## src/rtl/instruction_sp_fifo.sv

```systemverilog
// Synchronous FIFO on a single-port RAM: at most one RAM access per clock.
// A write takes priority over a read for the RAM port unless the FIFO is full,
// in which case the write is dropped and the read proceeds.
//
// Ports:
//   clk        - system clock, rising-edge
//   rst        - asynchronous active-low reset
//   inst       - command word {WE, RE, DI[WIDTH-1:0]}
//   res        - registered read data, holds its value between pops
//   read_valid - one-cycle strobe, high when res carries a newly popped word
module instruction_sp_fifo #(
  parameter int unsigned WIDTH = 32,
  parameter int unsigned DEPTH = 8,
  parameter int unsigned AW    = 3
) (
  input  logic             clk,
  input  logic             rst,
  input  logic [WIDTH+1:0] inst,
  output logic [WIDTH-1:0] res,
  output logic             read_valid
);

  localparam logic [AW:0] DepthCnt = (AW+1)'(DEPTH);

  logic             we;
  logic             re;
  logic [WIDTH-1:0] di;

  logic [AW-1:0]    wptr_q, wptr_d;
  logic [AW-1:0]    rptr_q, rptr_d;
  logic [AW:0]      count_q, count_d;
  logic [AW-1:0]    addr;

  logic             full;
  logic             empty;
  logic             wr_acc;
  logic             rd_acc;

  logic [WIDTH-1:0] mem [DEPTH];

  assign we = inst[WIDTH+1];
  assign re = inst[WIDTH];
  assign di = inst[WIDTH-1:0];

  assign full  = (count_q == DepthCnt);
  assign empty = (count_q == '0);

  // Write owns the single RAM port whenever it is accepted; a read only gets
  // the port in cycles with no accepted write.
  assign wr_acc = we && !full;
  assign rd_acc = re && !empty && !wr_acc;

  assign addr = wr_acc ? wptr_q : rptr_q;

  always_comb begin
    wptr_d  = wptr_q;
    rptr_d  = rptr_q;
    count_d = count_q;
    if (wr_acc) begin
      wptr_d  = wptr_q + AW'(1);
      count_d = count_q + (AW+1)'(1);
    end else if (rd_acc) begin
      rptr_d  = rptr_q + AW'(1);
      count_d = count_q - (AW+1)'(1);
    end
  end

  always_ff @(posedge clk or negedge rst) begin
    if (!rst) begin
      wptr_q  <= '0;
      rptr_q  <= '0;
      count_q <= '0;
    end else begin
      wptr_q  <= wptr_d;
      rptr_q  <= rptr_d;
      count_q <= count_d;
    end
  end

  // RAM array is never reset; only the write side of the port lives here.
  always_ff @(posedge clk) begin
    if (wr_acc) begin
      mem[addr] <= di;
    end
  end

  // Registered read port of the RAM doubles as the output register.
  always_ff @(posedge clk or negedge rst) begin
    if (!rst) begin
      res        <= '0;
      read_valid <= 1'b0;
    end else begin
      read_valid <= rd_acc;
      if (rd_acc) begin
        res <= mem[addr];
      end
    end
  end

endmodule

```

## config.mk

```make
export PLATFORM = sky130hd
export DESIGN_NAME = instruction_sp_fifo
export DESIGN_NICKNAME = d
export VERILOG_FILES = /design/src/rtl/instruction_sp_fifo.sv
export SDC_FILE = /design/constraint.sdc
export NUM_CORES = 1
export LEC_CHECK = 0
export CORE_MARGIN = 1.5
export CORE_UTILIZATION = 39
export DETAILED_ROUTE_END_ITERATION = 10
export GPL_TIMING_DRIVEN = 0
export SLEW_MARGIN = 5
export SYNTH_ARGS = -nofsm -noshare
export SYNTH_HDL_FRONTEND = slang
export SYNTH_SLANG_ARGS = --single-unit
```

## constraint.sdc

```tcl
create_clock -name clk -period 8.35 [get_ports clk]
set_input_delay 0.835 -clock clk [delete_from_list [all_inputs] [get_ports clk]]
set_output_delay 0.835 -clock clk [all_outputs]
set_load 0.01 [all_outputs]
```

==> results of run 1 <==
==> layout make-up <==
type	count	area [um2]
fillers	2999	17600
plain buffers	106	515
clock inverters	14	226
clock buffers	42	887
well taps	448	561
inverters	2	7.51
repair buffers	91	952
flip-flops and latches	299	8760
multi-input cells	671	4180
==> power by group through the flow <==
| stage | logic [mW] | registers (mW) | clock network (mW) |
|---|---|---|---|
| 3_5_place_dp | 2.09 | 2.09 | 0 |
| 4_1_cts | 2.10 | 2.06 | 1.52 |
| 3_3_place_gp | 1.99 | 2.11 | 0 |
| 2_1_floorplan | 1.14 | 2.10 | 0 |
| 5_1_grt | 2.26 | 2.09 | 1.58 |
| 6_report | 2.11 | 2.06 | 1.51 |
==> through the flow <==
stage	TNS (ps)	instances	hold slack, ps	setup slack [ps]
finish	0	1673	275	4210
global placement	-38010	1594	533	-1190
floorplan	0	1078	499	3440
global route	0	1673	307	4100
CTS	0	1673	293	4300
detailed placement	0	1617	539	3720
==> layer usage <==
layer / wire length, um / up-vias
li1: - / 4391
met2: 19500 / 497
met1: 17400 / 4913
met3: 3710 / 88
met4: 1340 / 0
met5: 0 / -
==> worst max-delay path by stage <==
stage | to
final | mem[5][0]$_DFFE_PP_
after global routing | mem[5][19]$_DFFE_PP_
after CTS | mem[5][19]$_DFFE_PP_
after detailed placement | mem[5][19]$_DFFE_PP_
after global placement | mem[0][30]$_DFFE_PP_
after floorplan | mem[0][0]$_DFFE_PP_
==> state kept, by name, summed over array words and instances (netlist names) <==
register,cells
read_valid,1
count_q,4
rptr_q,3
wptr_q,3
res,32
mem,256
==> Yosys cell counts <==
| master | instances |
|---|---|
| edfxtp_1 | 256 |
| o21ai_0 | 142 |
| clkbuf_1 | 75 |
| and3_1 | 68 |
| nor2b_1 | 67 |
| nand3_1 | 64 |
| o211ai_1 | 64 |
| o21ai_1 | 55 |
| dfrtp_1 | 43 |
| nor2_1 | 35 |
| a21boi_1 | 34 |
| a22oi_1 | 32 |
| a21boi_0 | 30 |
| a41oi_1 | 30 |
| buf_2 | 16 |
| buf_6 | 12 |
| nand2_1 | 12 |
| xnor2_1 | 5 |
| ha_1 | 4 |
| nor3_1 | 4 |
| mux2_2 | 3 |
| nand2b_1 | 3 |
| a21o_1 | 2 |
| a21oi_1 | 2 |
| a41oi_2 | 2 |
| buf_4 | 2 |
| a21oi_4 | 1 |
| and2_1 | 1 |
| buf_1 | 1 |
| fa_1 | 1 |
| inv_1 | 1 |
| inv_2 | 1 |
| mux2i_1 | 1 |
| nand2_2 | 1 |
| nand3b_1 | 1 |
| nor2_2 | 1 |
| nor4_1 | 1 |
| nor4b_4 | 1 |
| o21ai_2 | 1 |
| o41ai_1 | 1 |
| or4b_1 | 1 |
| xor2_1 | 1 |
==> kinds of logic (layout without fill, tap and decap cells) <==
group                    Yosys count  count (layout)
flip-flops                       299             299
AO/OA/AOI/OAI                    396             396
buffers and inverters            108             255
multiplexers                       4               4
adder cells (fa/ha/maj)            5               5
XOR/XNOR                           6               6
AND/OR/NAND/NOR                  260             260
==> impl_metrics.json, run 1 <==
{
  "status": "finished, final reports clean",
  "ys_types": 42,
  "drv_cap": 0,
  "cts_buffers": 31,
  "cp_top_family": "buffers and inverters",
  "layout_common_cells": "edfxtp_1, o21ai_0, clkbuf_1",
  "clock-sinks": 299,
  "place_area_mm2": 0.0150,
  "min_path_type": "input pin to asynchronous set/reset pin",
  "synthXorXnorAreaFrac_pct": 0.391,
  "finish.instance_area_mm2": 0.0161,
  "antenna_found_initial": 0,
  "initialDrtViolationCount": 1060,
  "grt_pass1_wl_um": 61900,
  "power.density_mw_per_mm2": 353,
  "wl_um": 41900,
  "drc_errors": 0,
  "place_congestion": 0.817,
  "cp-startpoint": "inst[33]",
  "ctsLongestPathBuffers": 3,
  "setup_viol_count_final": 0,
  "power_mw": 5.68,
  "root_buffer": "clkbuf_16",
  "syn_nets": 1119,
  "utilization_pct": 47.8,
  "dieHeight_um": 189,
  "cp.required_ps": 8620,
  "synth-compound-area-share_pct": 18.9,
  "yosys.area.top_type_share_pct": 57.2,
  "cts.clk_slew.worst_paths_ps": 60,
  "relSlewSlack_pct": 32.3,
  "r2r-start": "count_q[0]$_DFFE_PN0P_",
  "reg2regPathDepth": 7,
  "worst-path-max-fanout": 17,
  "seqPwrFrac_pct": 36.3,
  "dp_hpwl_um": 27100,
  "use_met3_pct": 4.53,
  "skew_ps": 17.6,
  "slowest_stage": "clkbuf_1",
  "synthAdderAreaFrac_pct": 0.521,
  "p_leak_nw": 5.31,
  "grt_pass1_vias": 9943,
  "port_buffers": 68,
  "num_rows": 67,
  "cts_setup_buffers": 0,
  "grtUsageMet1_pct": 31.7,
  "busiest_layer": "met2",
  "slew_viol_final": 0,
  "h-tree-depth": 1,
  "synthCells": 1078,
  "io_pins": 69,
  "synth_area_mm2": 0.0134,
  "critPathBufInv": 5,
  "cp-start-kind": "input pin",
  "yosys.area_share.simple_pct": 10.8,
  "p_int_mw": 3.60,
  "core_area_mm2": 0.0337,
  "swShare_pct": 36.7,
  "n_antenna_cell": 0,
  "yosysWarnings": 0,
  "finalCritPeriodShare_pct": 49.6,
  "synth-seq-cells": 299,
  "cts_resized": 0,
  "die_x_um": 189,
  "nNetsFinal": 1243,
  "worst-slew-pin-transition_ps": 1020,
  "worst_setup_path_end_kind": "register",
  "clk_latency_ps": 580,
  "r2r_end": "mem[7][9]$_DFFE_PP_",
  "grtUsageTotal_pct": 23.4,
  "pwr-share-clk_pct": 26.5,
  "synth_top_area_cell": "edfxtp_1",
  "via_per_inst": 5.91,
  "arrival_ps": 4410,
  "peakVddDrop_mv": 0.214,
  "finalHoldViolCount": 0,
  "syn_area_per_cell_um2": 12.5,
  "drtAntennaViolNets": 0,
  "layout_commonest_cell": "edfxtp_1",
  "cts_tree": "yes",
  "syn2layout_area_growth_pct": 19.7,
  "initial_core_util_pct": 39.9,
  "synth_area_leaders": "edfxtp_1, dfrtp_1, o21ai_0",
  "design.die.area_mm2": 0.0356,
  "drtPass1Iterations": 5,
  "ys_seq_area_share_pct": 65.2,
  "max_stage_delay_ps": 750,
  "grt_start_max_net_pins": 26,
  "gr-usage-met2_pct": 37.7,
  "grt.overflow.total": 0,
  "combPwrFrac_pct": 37.2,
  "wire_per_inst_um": 25.1,
  "reg2reg_slack_ps": 4520,
  "cts_hold_buf": 0,
  "crit_top_cell": "clkbuf_1",
  "drive_above_1_share_pct": 10.0,
  "rsz0062_at_grt": "false",
  "vias": 9889,
  "synth_top_family_by_area": "compound AO/OA/AOI/OAI gates",
  "fmax_mhz": 242,
  "period_needed_ps": 4140,
  "muxShareOfSynthArea_pct": 0.326,
  "path_cells": "clkdlybuf4s50_1 -> inv_1 -> clkbuf_1 -> o21ai_0 -> o21ai_1 -> clkbuf_1 -> and3_2 -> buf_16",
  "switchingPower_mw": 2.08,
  "critical_path_class": "input pin to register",
  "crit_cells": 8
}
(Power assumes the default switching activity.)
==> inputs of run 2 (changes only) <==
- clock period: 8.35 -> 3.8 ns (I/O delays scaled with it)
==> run 2 against run 1 <==
Cell area about the same; sequential share of layout area about the same; global-route usage up 0.18 points; highest routed layer unchanged.
==> impl_metrics.json, run 2 (same netlist as run 1, synthesis figures left out) <==
{
  "power.density_mw_per_mm2": 774,
  "cts.clk_slew.worst_paths_ps": 60,
  "core_area_mm2": 0.0337,
  "grt_start_max_net_pins": 24,
  "clock-sinks": 299,
  "syn2layout_area_growth_pct": 19.7,
  "largest_reg_flops": 256,
  "setup_viol_count_final": 0,
  "skew_ps": 11.9,
  "clk_latency_ps": 520,
  "design.die.area_mm2": 0.0356,
  "initial_core_util_pct": 39.9,
  "nNetsFinal": 1244,
  "finalHoldViolCount": 0,
  "fmax_mhz": 276,
  "drtPass1Iterations": 5,
  "max_stage_delay_ps": 590,
  "dieHeight_um": 189,
  "grt.overflow.total": 0,
  "worst-path-max-fanout": 22,
  "gr-usage-met2_pct": 36.5,
  "largest_registers": "mem (256), res (32), count_q (4)",
  "grtUsageMet1_pct": 32.3,
  "relSlewSlack_pct": 38.1,
  "ctsLongestPathBuffers": 3,
  "critPathBufInv": 3,
  "top_register": "mem",
  "grt_pass1_wl_um": 62200,
  "finalCritPeriodShare_pct": 95.3,
  "power_mw": 12.5,
  "cts_setup_buffers": 0,
  "slew_viol_final": 0,
  "rsz0062_at_grt": "false",
  "cts_buffers": 34,
  "cp.required_ps": 4000,
  "fillerInstances": 3039,
  "peakVddDrop_mv": 0.414,
  "dp_hpwl_um": 27000,
  "worst_setup_path_end_kind": "register",
  "grt_pass1_vias": 9902,
  "dp_slack_ps": -372,
  "layout_commonest_cell": "edfxtp_1",
  "via_per_inst": 5.93,
  "period_needed_ps": 3620,
  "h-tree-depth": 2,
  "cp_top_family": "simple AND/OR/NAND/NOR gates",
  "slowest_stage": "mux2i_1",
  "num_rows": 67,
  "io_pins": 69,
  "drc_errors": 0,
  "root_buffer": "clkbuf_16",
  "wl_um": 42000,
  "drv_cap": 0,
  "setup_ws_ps": 179,
  "placed_cells": 1614,
  "wire_per_inst_um": 25.1,
  "cts_tree": "yes",
  "p_leak_nw": 5.31,
  "busiest_layer": "met2",
  "initialDrtViolationCount": 907,
  "cp-start-kind": "register",
  "use_met3_pct": 5.18,
  "layout_common_cells": "edfxtp_1, o21ai_0, clkbuf_1",
  "arrival_ps": 3820,
  "port_buffers": 68,
  "critical_path_class": "register to register",
  "die_x_um": 189,
  "drive_above_1_share_pct": 9.86,
  "place_congestion": 0.805,
  "vias": 9932,
  "drtAntennaViolNets": 0,
  "layoutNonFillerInstCount": 1675,
  "n_antenna_cell": 0,
  "utilization_pct": 47.7,
  "antenna_found_initial": 0,
  "path_cells": "nor4b_4 -> nor2_2 -> inv_2 -> mux2i_1 -> clkbuf_2 -> and3_2 -> buf_12",
  "status": "finished, final reports clean",
  "grtUsageTotal_pct": 23.6,
  "worst-slew-pin-transition_ps": 929,
  "min_path_type": "input pin to asynchronous set/reset pin"
}
==> run 2: cell count changes in the layout (fill, tap and decap cells not counted), sizes merged, moves of 2 or more <==
cell    before  now
clkbuf     117  125
clkinv       5    7
bufinv       6    2
buf         55   52
==> run 2: final cells by class <==
cell class / instances / area (um2) / area share [%]
Inverter: 2 / 7.51 / 0.0467
Sequential cell: 299 / 8760 / 54.5
Tap cell: 448 / 561 / 3.48
Multi-Input combinational cell: 671 / 4190 / 26.0
Clock buffer: 50 / 1010 / 6.31
Buffer: 106 / 518 / 3.22
Timing Repair Buffer: 89 / 936 / 5.82
Clock inverter: 10 / 100 / 0.622
==> run 2: per-layer routing <==
layer  routed length [um]  share of wire (%)
met5                    0                  0
met4                 1430                3.4
met3                 3810                9.1
met2                19000                 45
met1                17800                 42
==> run 2: per-stage QoR <==
stage / TNS (ps) / hold slack [ps] / instance area [um2]
global placement: -479030 / 534 / 14700
global route: 0 / 477 / 16100
detailed placement: -19770 / 430 / 15000
finish: 0 / 413 / 16100
CTS: 0 / 434 / 16100
floorplan: 0 / 84.4 / 13400
==> run 2: timing repair <==
action / in CTS / in global routing
hold buffers: 1 / 0
hold endpoints to repair: 20 / 0
setup endpoints to repair: 40 / 0
gates resized for setup: 2 / 0
==> run 2: worst paths after layout <==
check | startpoint | endpoint | slack, ps | cells after the start
max in group asynchronous | rst | res[11]$_DFFE_PN0P_ | 2790 | 3
worst min-delay path | rst | res[27]$_DFFE_PN0P_ | 410 | 2
min in group clk | count_q[3]$_DFFE_PN0P_ | count_q[3]$_DFFE_PN0P_ | 550 | 1
worst min register to register | count_q[3]$_DFFE_PN0P_ | count_q[3]$_DFFE_PN0P_ | 550 | 1
worst max-delay path | count_q[0]$_DFFE_PN0P_ | mem[7][8]$_DFFE_PP_ | 180 | 7
worst max register to register | count_q[0]$_DFFE_PN0P_ | mem[7][8]$_DFFE_PP_ | 180 | 7
==> run 2: worst reg2reg max path: cells and delay by family, from the launching register on <==
kind / cells / cell delay [ps]
multiplexers: 1 / 590
AND/OR/NAND/NOR: 3 / 1290
buffers and inverters: 3 / 910
flip-flops: 1 / 500
==> run 2: power by group <==
| group | switching (mW) | internal (mW) |
|---|---|---|
| Combinational | 3.01 | 1.63 |
| Clock | 1.29 | 1.98 |
| Sequential | 0.293 | 4.23 |
==> inputs of run 3 (changes only) <==
==> constraint.sdc (replaced) <==
create_clock -name clk -period 3.8 [get_ports clk]
set_input_delay 0.76 -clock clk [delete_from_list [all_inputs] [get_ports clk]]
set_output_delay 0.76 -clock clk [all_outputs]
set_load 0.01 [all_outputs]
==> run 3 against run 2 <==
Count of clock-buffer cells in the layout is the same; clock power about the same; fmax down 0.12%; die area is the same; largest power group unchanged; final cell count is essentially flat; wire length about the same; global-route usage did not move; via count down 0.15%; combinational power barely moved; sequential share of layout area about the same; register-to-register slack gained 160 ps; cell area barely moved; highest routed layer unchanged.
==> impl_metrics.json, run 3 (same netlist as run 1, synthesis figures left out) <==
{
  "syn2layout_area_growth_pct": 19.7,
  "die_x_um": 189,
  "ctsLongestPathBuffers": 3,
  "status": "finished, final reports clean",
  "finalHoldViolCount": 0,
  "antenna_found_initial": 0,
  "cts_buffers": 34,
  "seqPwrFrac_pct": 36.3,
  "layout_commonest_cell": "edfxtp_1",
  "core_area_mm2": 0.0337,
  "initial_core_util_pct": 39.9,
  "wl_met2_um": 18900,
  "skew_ps": 9.63,
  "grt.overflow.total": 0,
  "grt_start_max_net_pins": 24,
  "clk_latency_ps": 510,
  "p_leak_nw": 5.31,
  "critical_path_class": "input pin to register",
  "largest_registers": "mem (256), res (32), count_q (4)",
  "n_antenna_cell": 0,
  "drtPass1Iterations": 5,
  "path_cells": "clkdlybuf4s50_1 -> inv_1 -> nor2_2 -> inv_2 -> mux2i_2 -> clkbuf_2 -> and3_2 -> buf_12",
  "design.die.area_mm2": 0.0356,
  "combPwrFrac_pct": 37.4,
  "drc_errors": 0,
  "grt_pass1_vias": 9899,
  "arrival_ps": 3830,
  "grtUsageTotal_pct": 23.6,
  "cp-start-kind": "input pin",
  "setup_ws_ps": 175,
  "fmax_mhz": 276,
  "peakVddDrop_mv": 0.415,
  "min_path_type": "input pin to asynchronous set/reset pin",
  "slowest_stage": "clkdlybuf4s50_1",
  "setup_tns_ps": 0,
  "highest_layer": "met4",
  "largest_reg_flops": 256,
  "rsz0062_at_grt": "false",
  "slew_viol_final": 0,
  "drive_above_1_share_pct": 10.0,
  "dieHeight_um": 189,
  "port_buffers": 68,
  "wl_met3_um": 3940,
  "setup_viol_count_final": 0,
  "power.density_mw_per_mm2": 775,
  "io_pins": 69,
  "dp_hpwl_um": 27000,
  "relSlewSlack_pct": 38.0,
  "grt_pass1_wl_um": 62200,
  "cts_setup_buffers": 0,
  "via_per_inst": 5.92,
  "cts_tree": "yes",
  "initialDrtViolationCount": 953,
  "h-tree-depth": 2,
  "cp.required_ps": 4000,
  "nNetsFinal": 1243,
  "drv_cap": 0,
  "p_int_mw": 7.86,
  "layout_common_cells": "edfxtp_1, o21ai_0, clkbuf_1",
  "vias": 9917,
  "root_buffer": "clkbuf_16",
  "worst_setup_path_end_kind": "register",
  "clock-sinks": 299,
  "period_needed_ps": 3630,
  "power_mw": 12.5,
  "wl_um": 42000,
  "wire_per_inst_um": 25.1,
  "place_congestion": 0.805,
  "cts_hold_buf": 0,
  "dp_slack_ps": -752,
  "switchingPower_mw": 4.61,
  "worst-path-max-fanout": 22,
  "cts.clk_slew.worst_paths_ps": 60,
  "pwr-share-clk_pct": 26.3,
  "num_rows": 67,
  "finalCritPeriodShare_pct": 95.4,
  "wl_met1_um": 17700,
  "worst-slew-pin-transition_ps": 923,
  "swShare_pct": 37.0,
  "max_stage_delay_ps": 700,
  "hold_slack_ps": 254,
  "drtAntennaViolNets": 0,
  "top_register": "mem"
}
[run 3: cell count changes in the layout (fill, tap and decap cells not counted), sizes merged]
cell	delta
dlygate4sd3	-1
[run 3: critical path: cells and delay by family]
kind	cells	cell delay (ps)
buffers and inverters	5	1740
muxes	1	430
and+or+nand+nor	2	870
[run 3: power by group through the flow]
| stage | Sequential (mW) | Combinational (mW) | Clock [mW] |
|---|---|---|---|
| 2_1_floorplan | 4.62 | 2.52 | 0 |
| 3_3_place_gp | 4.62 | 4.38 | 0 |
| 3_5_place_dp | 4.58 | 4.58 | 0 |
| 4_1_cts | 4.53 | 4.60 | 3.31 |
| 5_1_grt | 4.59 | 4.99 | 3.43 |
| 6_report | 4.53 | 4.66 | 3.28 |
[run 3: worst paths after layout]
check	startpoint	slack, ps	cells after the start	endpoint
worst min register to register	count_q[3]$_DFFE_PN0P_	550	1	count_q[3]$_DFFE_PN0P_
min in group clk	count_q[3]$_DFFE_PN0P_	550	1	count_q[3]$_DFFE_PN0P_
worst min-delay path	rst	250	1	res[27]$_DFFE_PN0P_
max in group asynchronous	rst	2950	2	res[11]$_DFFE_PN0P_
worst max register to register	count_q[0]$_DFFE_PN0P_	340	7	mem[7][8]$_DFFE_PP_
worst max-delay path	inst[33]	170	8	mem[7][8]$_DFFE_PP_
[run 3: final cells by class]
class / count / area [um2]
Buffer: 106 / 519
Multi-Input combinational cell: 671 / 4200
Clock buffer: 50 / 1010
Tap cell: 448 / 561
Clock inverter: 10 / 100
Inverter: 2 / 7.51
Sequential cell: 299 / 8760
Timing Repair Buffer: 88 / 926
Fill cell: 3037 / 17600
[run 3: repair_timing]
item / CTS / global route
setup endpoints to repair: 54 / 60
resized for setup: 2 / 4
endpoints found under the hold margin: 0 / 0
[run 3: metal layers]
layer	GRT usage, %	vias up
met3	5.18	103
met4	9.31	0
li1	-	4391
met2	36.5	512
met5	0	-
met1	32.3	4911
[run 3: through the flow]
step / util (%) / instances / area, um2
floorplan: - / 1078 / 13400
global placement: 43.6 / 1594 / 14700
detailed placement: 44.4 / 1614 / 15000
CTS: 47.7 / 1674 / 16100
global route: 47.7 / 1674 / 16100
finish: 47.7 / 1674 / 16100
